### config.mk
export PLATFORM = sky130hd
export DESIGN_NAME = rsa_exp_ctrl
export DESIGN_NICKNAME = d
export VERILOG_FILES = /design/src/rtl/rsa_pkg.sv /design/src/rtl/rsa_exp_ctrl.sv
export SDC_FILE = /design/constraint.sdc
export NUM_CORES = 1
export LEC_CHECK = 0
export ABC_AREA = 1
export BUFFER_PORTS_ARGS = -buffer_cell sky130_fd_sc_hd__buf_4
export CORE_MARGIN = 5
export CORE_UTILIZATION = 47
export DETAILED_ROUTE_END_ITERATION = 10
export PLACE_DENSITY = 0.73
export SYNTH_ARGS = -nofsm -noshare
export SYNTH_HDL_FRONTEND = slang
export SYNTH_SLANG_ARGS = --single-unit
### constraint.sdc
create_clock -name clk -period 1.5 [get_ports clk]
set_clock_uncertainty 0.05 [all_clocks]
set_input_delay 0.3 -clock clk [delete_from_list [all_inputs] [get_ports clk]]
set_output_delay 0.3 -clock clk [all_outputs]
set_load 0.1 [all_outputs]
### src/rtl/rsa_pkg.sv
// ---------------------------------------------------------------------------
// rsa_pkg
// Shared definitions for the modular-exponentiation sequencer:
//   - DEFAULT_WIDTH : default exponent bit count (256)
//   - state_t / ST_*: sequencer state encoding
//   - ma_op_t / MA_*: Montgomery multiplier operation codes
// ---------------------------------------------------------------------------
package rsa_pkg;

    localparam int DEFAULT_WIDTH = 256;

    // Sequencer states. The encoding is kept as fixed constants so that
    // other tools that decode the state number see the same values.
    typedef logic [3:0] state_t;
    localparam state_t ST_IDLE      = 4'd0;
    localparam state_t ST_PRE_ISS   = 4'd1;
    localparam state_t ST_PRE_WAIT  = 4'd2;
    localparam state_t ST_BIT       = 4'd3;
    localparam state_t ST_MUL_ISS   = 4'd4;
    localparam state_t ST_MUL_WAIT  = 4'd5;
    localparam state_t ST_SQR_ISS   = 4'd6;
    localparam state_t ST_SQR_WAIT  = 4'd7;
    localparam state_t ST_POST_ISS  = 4'd8;
    localparam state_t ST_POST_WAIT = 4'd9;
    localparam state_t ST_DONE      = 4'd10;

    // Montgomery multiplier operations.
    //   MUL : U <- MA(U, T)
    //   SQR : T <- MA(T, T)
    //   POST: U <- MA(U, 1)   (leave the Montgomery domain)
    typedef logic [1:0] ma_op_t;
    localparam ma_op_t MA_MUL  = 2'd0;
    localparam ma_op_t MA_SQR  = 2'd1;
    localparam ma_op_t MA_POST = 2'd2;

endpackage : rsa_pkg

### src/rtl/rsa_exp_ctrl.sv
// ---------------------------------------------------------------------------
// rsa_exp_ctrl
// Sequencer for right-to-left binary modular exponentiation in the
// Montgomery domain: one pre-modulo step, then for each exponent bit an
// optional multiply followed by a square (no square after the last bit),
// then one conversion out of the Montgomery domain.
//
// Parameters
//   WIDTH  exponent bit count (>= 2)
//   CNT_W  bit-index width, equal to clog2(WIDTH)
//
// Ports
//   clk        clock, rising edge
//   reset      asynchronous active-low reset
//   start      launch request, sampled only while idle
//   ready      high while idle
//   done       one-cycle completion pulse
//   exp_idx    exponent bit index currently being processed
//   exp_bit    exponent bit at exp_idx (combinational from register file)
//   u_init     one-cycle pulse: load U with Montgomery one
//   pre_start  one-cycle pulse: start pre-modulo T = base*2^WIDTH mod N
//   pre_done   pre-modulo complete (level or pulse)
//   ma_start   one-cycle pulse: launch Montgomery multiplier
//   ma_op      multiplier operation, stable from ma_start to ma_done
//   ma_done    multiplier complete (level or pulse)
//
// Every output is a decode of registered state; no input reaches an output
// combinationally.
// ---------------------------------------------------------------------------
module rsa_exp_ctrl
    import rsa_pkg::*;
#(
    parameter int WIDTH = DEFAULT_WIDTH,
    parameter int CNT_W = 8
) (
    input  logic             clk,
    input  logic             reset,
    input  logic             start,
    output logic             ready,
    output logic             done,
    output logic [CNT_W-1:0] exp_idx,
    input  logic             exp_bit,
    output logic             u_init,
    output logic             pre_start,
    input  logic             pre_done,
    output logic             ma_start,
    output logic [1:0]       ma_op,
    input  logic             ma_done
);

    localparam logic [CNT_W-1:0] K_LAST = CNT_W'(WIDTH - 1);

    state_t           state_reg, state_next;
    logic [CNT_W-1:0] k_reg, k_next;
    ma_op_t           op_reg, op_next;
    logic             last_bit;

    assign last_bit = (k_reg == K_LAST);

    // -----------------------------------------------------------------------
    // Next-state, bit counter and operation register.
    // op_reg is only loaded on the transition into an ISS state, so the
    // multiplier sees a constant operation for the whole launch/wait window.
    // -----------------------------------------------------------------------
    always_comb begin
        state_next = state_reg;
        k_next     = k_reg;
        op_next    = op_reg;

        case (state_reg)
            ST_IDLE: begin
                if (start) begin
                    k_next     = '0;
                    state_next = ST_PRE_ISS;
                end
            end

            ST_PRE_ISS: state_next = ST_PRE_WAIT;

            ST_PRE_WAIT: begin
                if (pre_done) begin
                    state_next = ST_BIT;
                end
            end

            // Decision cycle: multiply if the bit is set, otherwise go
            // straight to the square, or finish when this was the last bit.
            ST_BIT: begin
                if (exp_bit) begin
                    state_next = ST_MUL_ISS;
                    op_next    = MA_MUL;
                end else if (!last_bit) begin
                    state_next = ST_SQR_ISS;
                    op_next    = MA_SQR;
                end else begin
                    state_next = ST_POST_ISS;
                    op_next    = MA_POST;
                end
            end

            ST_MUL_ISS: state_next = ST_MUL_WAIT;

            // The square following the last bit would be wasted work,
            // so the last multiply goes directly to the post conversion.
            ST_MUL_WAIT: begin
                if (ma_done) begin
                    if (!last_bit) begin
                        state_next = ST_SQR_ISS;
                        op_next    = MA_SQR;
                    end else begin
                        state_next = ST_POST_ISS;
                        op_next    = MA_POST;
                    end
                end
            end

            ST_SQR_ISS: state_next = ST_SQR_WAIT;

            // A square is never issued at the last bit, so this increment
            // cannot carry past WIDTH-1.
            ST_SQR_WAIT: begin
                if (ma_done) begin
                    k_next     = k_reg + CNT_W'(1);
                    state_next = ST_BIT;
                end
            end

            ST_POST_ISS: state_next = ST_POST_WAIT;

            ST_POST_WAIT: begin
                if (ma_done) begin
                    state_next = ST_DONE;
                end
            end

            ST_DONE: state_next = ST_IDLE;

            default: state_next = ST_IDLE;
        endcase
    end

    always_ff @(posedge clk or negedge reset) begin
        if (!reset) begin
            state_reg <= ST_IDLE;
            k_reg     <= '0;
            op_reg    <= MA_MUL;
        end else begin
            state_reg <= state_next;
            k_reg     <= k_next;
            op_reg    <= op_next;
        end
    end

    // -----------------------------------------------------------------------
    // Output decodes
    // -----------------------------------------------------------------------
    assign ready     = (state_reg == ST_IDLE);
    assign done      = (state_reg == ST_DONE);
    assign u_init    = (state_reg == ST_PRE_ISS);
    assign pre_start = (state_reg == ST_PRE_ISS);
    assign ma_start  = (state_reg == ST_MUL_ISS) ||
                       (state_reg == ST_SQR_ISS) ||
                       (state_reg == ST_POST_ISS);
    assign ma_op     = op_reg;
    assign exp_idx   = k_reg;

endmodule : rsa_exp_ctrl

After elaboration in Yosys (flattened, before gate mapping)
Cells that the tools add are included.
Cells by class
  eq/ne operators: 16
  add/subtract/negate cells: 1
  div/mod/pow operators: 0
  bitwise gates (word level): 0
  multiply operators: 0
  reductions and logical operators: 8
  shift operators: 0
  $lt $le $gt $ge: 0
  multiplexer cells: 15
Operator list (number)
  $pmux W4 S10: 1
  $mux W4: 7
  $eq A4 B3 Y1 const B: 4
  $mux W8: 2
  $pmux W8 S2: 1
  $eq A4 B4 Y1 const B: 3
  $ne A2 B2 Y1 const B: 5
  $add A8 B1 Y8 const B: 1
  $eq A4 B2 Y1 const B: 2
  $eq A8 B8 Y1 const B: 1
  $mux W2: 3
  $reduce_and A5 Y1: 1
  $eq A4 B1 Y1 const B: 1
  $logic_not A4 Y1: 1
  $pmux W2 S2: 1
  $reduce_bool A2 Y1: 2
  $reduce_and A3 Y1: 1
  $logic_or A1 B1 Y1: 2
  $reduce_and A2 Y1: 1
Storage, ports and cells
  RAM bits: 0
  memory bits (read-only): 0
  latch bits: 0
  flip-flop bits (word level): 14
  input bits: 6
  memories: 0
  word-level logic and storage cells: 43
  output and inout port bits: 15

Logic depth before layout (Yosys ltp)
Gate-level depths: netlist of run 1.
  depth in word-level cells: 4
  gate-level depth with buffers: 9
  depth with buffers taken out: 8

Worst setup path before layout of run 1
No wires, ideal clock.
  kind: reg-to-output
  start point: register state_reg[0]
  end point: output port done
  data arrival time: 3.437 ns
  cell stages (with the launch flop): 3
  path buffers: 1
  required time: 1.150 ns
  setup slack: -2.287 ns
  path through: dfrtp_1 -> buf_4 -> nor4_1
Between the ends
  longest elaborated chain between the ends: 1
Ends and longest elaborated chain
  from (decl): RTL line rsa_exp_ctrl.sv:53  | state_t state_reg, state_next;
  from (signal assigned): RTL line rsa_exp_ctrl.sv:148  | state_reg <= state_next;
  $eq A4 B4 Y1: RTL line rsa_exp_ctrl.sv:158  | assign done = (state_reg == ST_DONE);
  to (decl): RTL line rsa_exp_ctrl.sv:40  | output logic done,
No other way between the ends.

Worst setup path in the final report of run 1
  start point: register state_reg[3]
  end point: output port done
The elaborated chain is that of the path after synthesis.

==> results.md, run 1 <==
* Result of the run: finished with violations
* Violated checks: negative setup slack
* Global-route usage over all layers at 16.6%
* Mean post-synth cell area at 6.82 µm²
* Number of buffers created by CTS at 3
* Fraction of synthesized area in multiplexers at 0%
* EDFF count, synth at 0
* Cell area after technology mapping at 968 µm²
* Max-slew violation count at 0
* Synthesis-to-layout area growth at 52.6%
* Crit path capture type: output pin
* Post-route clock period utilization at 114%
* Number of cells on the worst hold path at 4
* First-pass GRT wire length at roughly 4.2 mm
* Cell Pwr Density at 2240 mW/mm²
* WL per Instance at between 10 and 15 µm
* Max-slew headroom at the worst pin at around three quarters
* Most frequently used cell type in the post-synthesis netlist: nand2_1
* Fillers at around 150
* Depth of the worst register-to-register path at 6
* Final Setup Violations at 12
* Worst-case clock buffer depth at 2
* Launch point of the critical path: state_reg[3]$_DFFE_PN0P_
* Slack of the critical path at -0.212 ns
* Layout Cell Area excl Fill at roughly 0.0015 mm²
* Worst-case hold path end point: ma_op[0]$_DFFE_PN0P_
* Period minus WS final at approximately 1.7 ns
* Total half-perimeter wirelength after legalization and detailed placement at 1.83 mm
* Total detailed-routing wirelength at about 2.8 mm
* Overall overflow remaining after global route at 0
* Core area at 0.00196 mm²
* Total via count in the routed design at 1069
* Num Clock Sinks at 14
* Number of search-and-repair iterations in the first detailed-routing pass at 4
* Number of routed nets with antenna violations at 0
* Maximum operating frequency at 0.584 GHz
* Number of flip-flops under the largest register name at 8
* Sequential Power Share at around 20%
* Clock tree from TritonCTS: done
* P_int at 1.41 mW
* Number of H-tree branching levels at 1
* Dominant combinational cell family by area after synthesis: simple AND/OR/NAND/NOR gates
* LEAKAGE at 0.727 nW
* Effective utilization at floorplan at 49.4%
* Overall power consumption at approximately 3.3 mW
* Data arrival time of the critical path at 1.36 ns
* IO Pins at 21
* Fraction of final layout cells sized beyond drive strength 1 at 43.6%
* Clock insertion delay at the later pin of the skew report at 0.28 ns
* Maximum vdd ir drop at 0.00159 V
* Post-Syn Nets at 149
* Setup slack of the most critical reg-to-reg path at -0.05 ns
* Synth area leaders: dfrtp_1 (36%), nand2_1 (17%), nand3_1 (9.3%), inv_1 (6.2%), nor2_1 (5.8%)
* Die outline height at 55.4 µm
* Antenna violations before repair at 0
* Least-Margin Pin Slew at 0.354 ns
* Residual DRC at 0
* Post-layout util at 75.3%
* 1st-iter DRT viols at 37
* Xor and xnor area share after synthesis at 1.81%
* Yosys warning total at 0
* Tightest Hold Check Type: input port to flip-flop
* Library cell with the largest summed area after synthesis: dfrtp_1
* Switching power share of the total at a little under three fifths
* Clock input transition at the sequential cells of the worst setup and hold paths at 0.09 ns
* Count of input and output buffers at 20
* Number of max-cap violations at 0
* Portion of the post-synthesis area used by sequential elements at 36.2%
* Global placer's final weighted congestion at 0.903
* Post-synth top cells: nand2_1 (45), nand3_1 (18), inv_1 (16), nor2_1 (15), dfrtp_1 (14)
* Final hold slack at 0.254 ns
* Hold Path Origin: exp_bit
* Fraction of registers with async set/reset at 100%
* Synth Area in Simple Gates at 41.6%
* Pin count of the biggest net entering global routing at 15
* Total number of nets in the final design at 187
* Vias in the first global route at about 1000
* Arithmetic-cell share of the synthesized area counting full adders, half adders and majority gates at 1.29%
* Count of state elements after synthesis at 14
* Worst R2R Start: state_reg[0]$_DFFE_PN0P_
* CTS root buffer: clkbuf_4
* Element type at the critical path start: flip-flop
* Die ar. at 0.00307 mm²
* Power share of the combinational group at between 70% and 80%
* Commonest register cell after synthesis: dfrtp_1
* WS Path Type: flip-flop to output pin
* Post-DR vias/cell at 5.19
* Switching power at 1.89 mW
* Clk pwr share at around 8.4%
* Post-synthesis compound-gate area fraction at around 9%
* Critical register-to-register path endpoint: state_reg[2]$_DFFE_PN0P_
* Yosys cell types at 20
* Placed cell area at 0.00123 mm²
* Count of final hold-check violations at 0
* Largest fanout of any net on the critical path at 5
* Unrepaired setup endpoints after global routing: yes
* N_diodes at 0
* Row count at 16
* Worst path required time at between 1 and 1.5 ns
* Cells after Synth at 142
* Chip Width at 55.4 µm
* Area share of the leading cell type in the synthesized netlist at 36.2%
-- layout by cell type, fill, tap and decap left out --
cell type and instances:
a21oi_1 4, buf_12 4, buf_4 27, buf_6 3, clkbuf_4 3, clkbuf_8 1
clkinvlp_4 1, dfrtp_1 3, dfrtp_2 9, dfrtp_4 2, dlygate4sd3_1 1, ha_4 1
inv_1 13, inv_2 4, inv_4 1, nand2_1 39, nand2_2 6, nand2_4 4
nand2_8 2, nand3_1 18, nand3b_1 2, nor2_1 9, nor2_2 4, nor2_4 2
nor2_8 1, nor4_4 1, o21a_1 1, o21ai_0 4, o21ai_1 3, o21ai_2 2
o21bai_1 2, xor2_1 2
-- final cells by class --
cell class / instances / area [µm²] / share of cell area [%]
tap: 27 / 33.8 / 2.29
timing repair buffer: 35 / 327 / 22.1
multi-input combinational: 107 / 634 / 42.9
inverter: 19 / 77.6 / 5.25
clock buffer: 4 / 36.3 / 2.46
sequential: 14 / 369 / 25.0
-- routing by layer --
| layer | GRT usage, % | routed length, µm |
|---|---|---|
| met5 | 0 | 0 |
| met4 | 7.64 | 68 |
| met3 | 3.73 | 157 |
| met2 | 30.6 | 1370 |
| met1 | 17.7 | 1170 |
-- critical path: stages, from the launching register on --
cell     delay, ns
dfrtp_2       0.47
inv_4         0.07
nor4_4        0.28
buf_6         0.26
-- kinds of logic (layout without fill, tap and decap cells) --
family / Yosys count / after routing
AND/OR/NAND/NOR: 87 / 88
buffers and inverters: 22 / 58
AO/OA/AOI/OAI: 16 / 16
flip-flops: 14 / 14
XOR/XNOR: 2 / 2
adder cells (fa/ha/maj): 1 / 1
-- power by group through the flow --
stage | Clock, mW | Sequential, mW | Combinational [mW]
detailed placement | 0 | 0.652 | 1.92
floorplan | 0 | 1.06 | 1.16
global route | 0.296 | 0.674 | 2.50
global placement | 0 | 0.641 | 1.89
CTS | 0.272 | 0.642 | 2.16
finish | 0.277 | 0.659 | 2.37
-- how the worst max path moves through the flow --
stage | to | slack, ns | cells past startpoint
after floorplan | done | -0.41 | 2
after global placement | ready | 0.06 | 4
after detailed placement | ready | 0.02 | 4
after CTS | ma_start | -0.19 | 5
after global routing | u_init | -0.27 | 4
final | done | -0.21 | 3
-- metrics by stage --
step / TNS, ns / cells / setup slack [ns]
3_5_place_dp: 0 / 191 / 0.0226
2_1_floorplan: -0.679 / 142 / -0.412
5_1_grt: -2.35 / 206 / -0.269
3_3_place_gp: 0 / 191 / 0.0596
4_1_cts: -0.813 / 201 / -0.188
6_report: -1.04 / 206 / -0.212
-- what timing repair did --
item | CTS | global route
hold buffers | 1 | 0
endpoints found under the hold margin | 14 | 0
buffers inserted | 5 | 5
gates cloned | 0 | 1
pin swaps | 2 | 6
resized for setup | 16 | 17
endpoints found under the setup margin | 5 | 17
(Power assumes the default switching activity.)
==> inputs of run 2 (changes only) <==
CELL_PAD_IN_SITES_DETAIL_PLACEMENT = 0   (was not set)
CELL_PAD_IN_SITES_GLOBAL_PLACEMENT = 2   (was not set)
CORE_UTILIZATION = 26   (was 47)
PLACE_DENSITY = not set   (was 0.73)
PLACE_DENSITY_LB_ADDON = 0.1   (was not set)
==> run 2 against run 1 <==
  * The run still ends with negative setup slack left
  * First-iteration DRC count fell by 35%
  * Largest cell class unchanged
  * Sequential cell count did not move
  * Critical path type unchanged
  * Critical path depth unchanged
  * Global-route usage down 4.7 points
  * Worst hold slack gained 0.039 ns
  * Register-to-register slack improved by 0.12 ns
  * Routed wire length increased by 1.2%
  * Largest power group unchanged
  * Cell area increased by 3.0%
==> results.md, run 2 (synthesis results as in run 1) <==
* Count of input and output buffers at 20
* Switching power share of the total at 56.0%
* Launch point of the critical path: state_reg[0]$_DFFE_PN0P_
* Largest fanout of any net on the critical path at 7
* Global placer's final weighted congestion at roughly 0.8
* Overall overflow remaining after global route at 0
* Largest delay share family, worst path: flip-flops
* Effective utilization at floorplan at 26.7%
* Number of search-and-repair iterations in the first detailed-routing pass at 4
* Total detailed-routing wirelength at around 2.8 mm
* Crit path capture type: output pin
* Clock insertion delay at the later pin of the skew report at 0.25 ns
* LEAKAGE at 0.728 nW
* Final Setup Violations at 5
* Critical path cell sequence: buf_4 > nor4_4 > buf_6
* Cell Pwr Density at about 2200 mW/mm²
* Total half-perimeter wirelength after legalization and detailed placement at slightly below 2 mm
* Buffer and inverter count on the worst path at 2
* Setup slack at placement at approximately 0.012 ns
* Die outline height at approximately 70 µm
* Row count at 22
* Max-slew violation count at 0
* 1st-iter DRT viols at 24
* Chip Width at between 70 and 80 µm
* Vias in the first global route at 1067
* Post-DR vias/cell at approximately 4.5
* CTS root buffer: clkbuf_8
* Violated checks: negative setup slack
* Total via count in the routed design at 1028
* Overall power consumption at 3.33 mW
* First-pass GRT wire length at 4.83 mm
* Pin count of the biggest net entering global routing at 15
* Final-layout setup total negative slack at -0.566 ns
* Least-Margin Pin Slew at 0.279 ns
* Period minus WS final at between 1.5 and 2 ns
* Global-route usage over all layers at 12.0%
* Count of final hold-check violations at 0
* Placed cell area at 0.00127 mm²
* Number of max-cap violations at 0
* Fillers at 388
* Clk pwr share at 10.1%
* Layout Cell Area excl Fill at 0.00152 mm²
* Critical register-to-register path endpoint: exp_idx[0]$_DFFE_PN0P_
* Post-route clock period utilization at 109%
* N_diodes at 0
* Sequential Power Share at 20.5%
* Core area at 0.00363 mm²
* Cell with the largest stage delay on the worst path: dfrtp_2
* Number of routed nets with antenna violations at 0
* Number of instances in the placed design at 214
* Critical path depth in cells at 3
* WL per Instance at approximately 12 µm
* Depth of the worst register-to-register path at 8
* Data arrival time of the critical path at 1.29 ns
* Antenna violations before repair at 0
* Result of the run: finished with violations
* Clock tree from TritonCTS: done
* Detailed route wirelength on metal2 at 1.34 mm
* Worst setup path end: done
* Wire length the detailed router placed on met1 at between 1 and 1.5 mm
* Worst-case clock buffer depth at 2
* Slack of the critical path at -0.141 ns
* Commonest non-fill, non-tap cells in the layout: nand2_1 (39), buf_4 (32), nand3_1 (18)
* Maximum vdd ir drop at 0.00122 V
* Final Non-Filler Cells at 230
* Clock input transition at the sequential cells of the worst setup and hold paths at approximately 0.060 ns
* Number of H-tree branching levels at 1
* Power share of the combinational group at 69.4%
* Num Clock Sinks at 14
* P_int at between 1 and 1.5 mW
* Most frequent standard cell in the layout excluding fill and tap cells: nand2_1
* Switching power at about 1.9 mW
* Maximum operating frequency at 0.609 GHz
* Residual DRC at 0
* WS Path Type: flip-flop to output pin
* Total area of multi-input combinational cells at around 620 µm²
* Unrepaired setup endpoints after global routing: yes
* Max-slew headroom at the worst pin at 81.5%
* Fraction of final layout cells sized beyond drive strength 1 at 43.4%
* Element type at the critical path start: flip-flop
* Number of buffers created by CTS at 3
* Worst path required time at 1.15 ns
* Final hold slack at 0.293 ns
* Total number of nets in the final design at 190
* Top layer in use: met4
* Die ar. at 0.00505 mm²
* Synthesis-to-layout area growth at 57.1%
* IO Pins at 21
* Highest cell delay on the worst timing path at 0.47 ns
* Number of flip-flops under the largest register name at 8
* Total length of routed met3 wires at 167 µm
* Footprint of the flip-flops and latches at ~370 µm²
* Setup slack of the most critical reg-to-reg path at 0.07 ns
* Tightest Hold Check Type: input port to flip-flop
* Post-layout util at 41.9%
* Worst R2R Start: state_reg[3]$_DFFE_PN0P_
[run 2: changes by cell type in the layout (fill, tap and decap cells not counted), sizes merged]
cell / delta
buf: +3
[run 2: layer usage]
layer  global-route usage (%)  vias up
li1                         -      532
met1                     14.4      471
met2                     20.4       23
met3                     4.12        2
met4                     2.92        0
met5                        0        -
[run 2: cell type report]
class,count,share of cell area (%)
Clock buffer,4,2.96
Inverter,19,5.26
Multi-Input combinational cell,107,41.0
Sequential cell,14,24.3
Tap cell,48,3.95
Timing Repair Buffer,38,22.5
[run 2: power by group through the flow]
stage               Sequential (mW)  Clock (mW)  Combinational (mW)
finish                        0.683       0.336                2.31
global route                  0.711       0.366                2.51
CTS                           0.673       0.350                2.13
detailed placement            0.670           0                1.91
global placement              0.666           0                1.92
floorplan                      1.06           0                1.16
[run 2: how the worst min path moves through the flow]
stage                     cells past startpoint  startpoint                     end
final                                         4     exp_bit    ma_op[0]$_DFFE_PN0P_
after global routing                          3     ma_done  exp_idx[1]$_DFFE_PN0P_
after CTS                                     4     exp_bit    ma_op[0]$_DFFE_PN0P_
after detailed placement                      1       reset  exp_idx[6]$_DFFE_PN0P_
after global placement                        1       reset  exp_idx[6]$_DFFE_PN0P_
after floorplan                               0       reset  exp_idx[2]$_DFFE_PN0P_
[run 2: repair_timing]
item | 4_1_cts | 5_1_grt
pin swaps | 2 | 5
buffers inserted | 4 | 6
gates cloned | 0 | 1
endpoints found under the setup margin | 5 | 10
hold buffers | 1 | 0
gates resized for setup | 20 | 10
hold endpoints to repair | 14 | 0
[run 2: worst reg2reg max path: stages (launching register included)]
cell	delay, ns
dfrtp_2	0.45
inv_4	0.10
buf_4	0.12
nand2_4	0.06
nor2_8	0.14
nand2_4	0.09
nand2_8	0.10
nand2_8	0.07
o21a_1	0.16
==> inputs of run 3 (changes only) <==
GPL_ROUTABILITY_DRIVEN = 0   (was not set)
RECOVER_POWER = 25   (was not set)
SKIP_CTS_REPAIR_TIMING = 1   (was not set)
==> run 3 against run 2 <==
  * The run still ends with negative setup slack left
  * Sequential power up 0.6%
  * First-iteration DRC count fell by 4.2%
  * Register-to-register slack hardly changed
  * Maximum frequency is 0.22% lower
  * Non-clock buffer count down 4
  * Highest routed layer unchanged
  * Cell area fell by 4.1%
  * Clock-buffer cell count did not move
  * Power fell by 4.1%
  * Critical path depth is 1 higher
  * Sequential cell count unchanged
  * Largest power group unchanged
  * Routed wire length shrank 5.9%
==> results.md, run 3 (synthesis results as in run 1) <==
* Chip Width at 71.0 µm
* Synthesis-to-layout area growth at 50.6%
* Clock input transition at the sequential cells of the worst setup and hold paths at 0.06 ns
* Die ar. at just over 0.005 mm²
* Critical register-to-register path endpoint: state_reg[3]$_DFFE_PN0P_
* Setup slack at placement at approximately 0.012 ns
* Clock insertion delay at the later pin of the skew report at around 0.25 ns
* Maximum operating frequency at around 0.61 GHz
* Number of flip-flops under the largest register name at 8
* Vias in the first global route at 1026
* Final Setup Violations at 5
* Number of search-and-repair iterations in the first detailed-routing pass at 4
* Count of input and output buffers at 20
* Cell with the largest stage delay on the worst path: dfrtp_2
* Max-slew headroom at the worst pin at 73.5%
* Cell Pwr Density at approximately 2200 mW/mm²
* Result of the run: finished with violations
* Worst R2R Start: state_reg[1]$_DFFE_PN0P_
* Power share of the combinational group at 67.9%
* Element type at the critical path start: flip-flop
* Number of H-tree branching levels at 1
* 1st-iter DRT viols at 23
* Final hold slack at 0.292 ns
* Most frequent standard cell in the layout excluding fill and tap cells: nand2_1
* Total area of multi-input combinational cells at 599 µm²
* Setup slack of the most critical reg-to-reg path at ~0.080 ns
* Post-DR vias/cell at 4.39
* Crit path capture type: output pin
* Unrepaired setup endpoints after global routing: yes
* Fillers at 397
* Layout Cell Area excl Fill at ~0.0015 mm²
* Largest fanout of any net on the critical path at 5
* Slack of the critical path at -0.144 ns
* Number of max-cap violations at 0
* Worst setup path end: u_init
* Worst path required time at between 1 and 1.5 ns
* Post-route clock period utilization at 110%
* Num Clock Sinks at 14
* Critical path cell sequence: inv_4 > nand2_1 > nor2_4 > buf_12
* First-pass GRT wire length at 4.60 mm
* Pin count of the biggest net entering global routing at 15
* P_int at 1.38 mW
* N_diodes at 0
* Least-Margin Pin Slew at 0.398 ns
* Max-slew violation count at 0
* Effective utilization at floorplan at between 20% and 30%
* LEAKAGE at 0.702 nW
* Largest delay share family, worst path: flip-flops
* Commonest non-fill, non-tap cells in the layout: nand2_1 (39), buf_4 (27), nand3_1 (18)
* Launch point of the critical path: state_reg[3]$_DFFE_PN0P_
* Die outline height at 71.0 µm
* Number of buffers created by CTS at 3
* Residual DRC at 0
* Tightest Hold Check Type: input port to flip-flop
* WL per Instance at roughly 12 µm
* Antenna violations before repair at 0
* Switching power at around 1.8 mW
* Row count at 22
* Maximum vdd ir drop at 0.00106 V
* Worst-case clock buffer depth at 2
* Violated checks: negative setup slack
* Clock tree from TritonCTS: done
* Period minus WS final at 1.64 ns
* Fraction of final layout cells sized beyond drive strength 1 at 41.8%
* Number of routed nets with antenna violations at 0
* Overall overflow remaining after global route at 0
* Total detailed-routing wirelength at 2.63 mm
* Total half-perimeter wirelength after legalization and detailed placement at 1.95 mm
* Core area at 0.00363 mm²
* Placed cell area at 0.00127 mm²
* Buffer and inverter count on the worst path at 2
* Clk pwr share at 10.6%
* Sequential Power Share at 21.5%
* Footprint of the flip-flops and latches at 370 µm²
* IO Pins at 21
* WS Path Type: flip-flop to output pin
* Total via count in the routed design at 987
* CTS root buffer: clkbuf_8
* Total number of nets in the final design at 185
* Count of final hold-check violations at 0
* Highest cell delay on the worst timing path at around 0.45 ns
* Data arrival time of the critical path at 1.29 ns
* Depth of the worst register-to-register path at 7
* Global-route usage over all layers at 11.4%
* Switching power share of the total at roughly 57%
* Critical path depth in cells at 4
-- run 3: changes by cell type in the layout (fill, tap and decap cells not counted) --
cell | before | now
buf_4 | 32 | 27
buf_12 | 4 | 3
buf_8 | 0 | 1
clkbuf_2 | 0 | 1
nand2_2 | 7 | 8
nand2_4 | 3 | 2
nand2_8 | 2 | 1
-- run 3: tightest hold or removal path, cell delays in order --
cell and delay (ns):
buf_4 0.08, nand2_1 0.06, nand2_1 0.06, a21oi_1 0.05
-- run 3: routing by layer --
metal | share of wire, % | vias to the layer above | track usage, %
met5 | 0 | - | 0
met2 | 47 | 19 | 18.7
li1 | - | 516 | -
met1 | 47 | 450 | 14.0
met3 | 5.4 | 2 | 4.12
met4 | 0.53 | 0 | 2.92
-- run 3: layout make-up --
| cell class | count | area share [%] |
|---|---|---|
| Clock buffer | 4 | 3.09 |
| Inverter | 19 | 5.49 |
| Multi-Input combinational cell | 106 | 41.1 |
| Timing Repair Buffer | 34 | 20.8 |
| Tap cell | 48 | 4.12 |
| Sequential cell | 14 | 25.4 |
-- run 3: power by group through the flow --
stage	sequential (mW)	combinational (mW)	clock [mW]
6_report	0.687	2.17	0.339
3_5_place_dp	0.670	1.91	0
2_1_floorplan	1.06	1.16	0
4_1_cts	0.665	1.92	0.350
5_1_grt	0.717	2.35	0.366
3_3_place_gp	0.666	1.92	0
-- run 3: stage by stage --
stage	TNS, ns	util (%)	power, mW	std cells
2_1_floorplan	-0.679	-	2.21	142
3_3_place_gp	0	35.0	2.59	214
3_5_place_dp	0	35.0	2.58	214
4_1_cts	-1.24	36.2	2.93	218
5_1_grt	-1.07	40.2	3.43	225
6_report	-0.610	40.2	3.20	225
-- run 3: worst min path at each step --
stage / from / end / cells past startpoint
floorplan: reset / exp_idx[2]$_DFFE_PN0P_ / 0
global placement: reset / exp_idx[6]$_DFFE_PN0P_ / 1
detailed placement: reset / exp_idx[6]$_DFFE_PN0P_ / 1
CTS: reset / exp_idx[1]$_DFFE_PN0P_ / 1
global route: ma_done / exp_idx[1]$_DFFE_PN0P_ / 3
finish: exp_bit / ma_op[0]$_DFFE_PN0P_ / 4
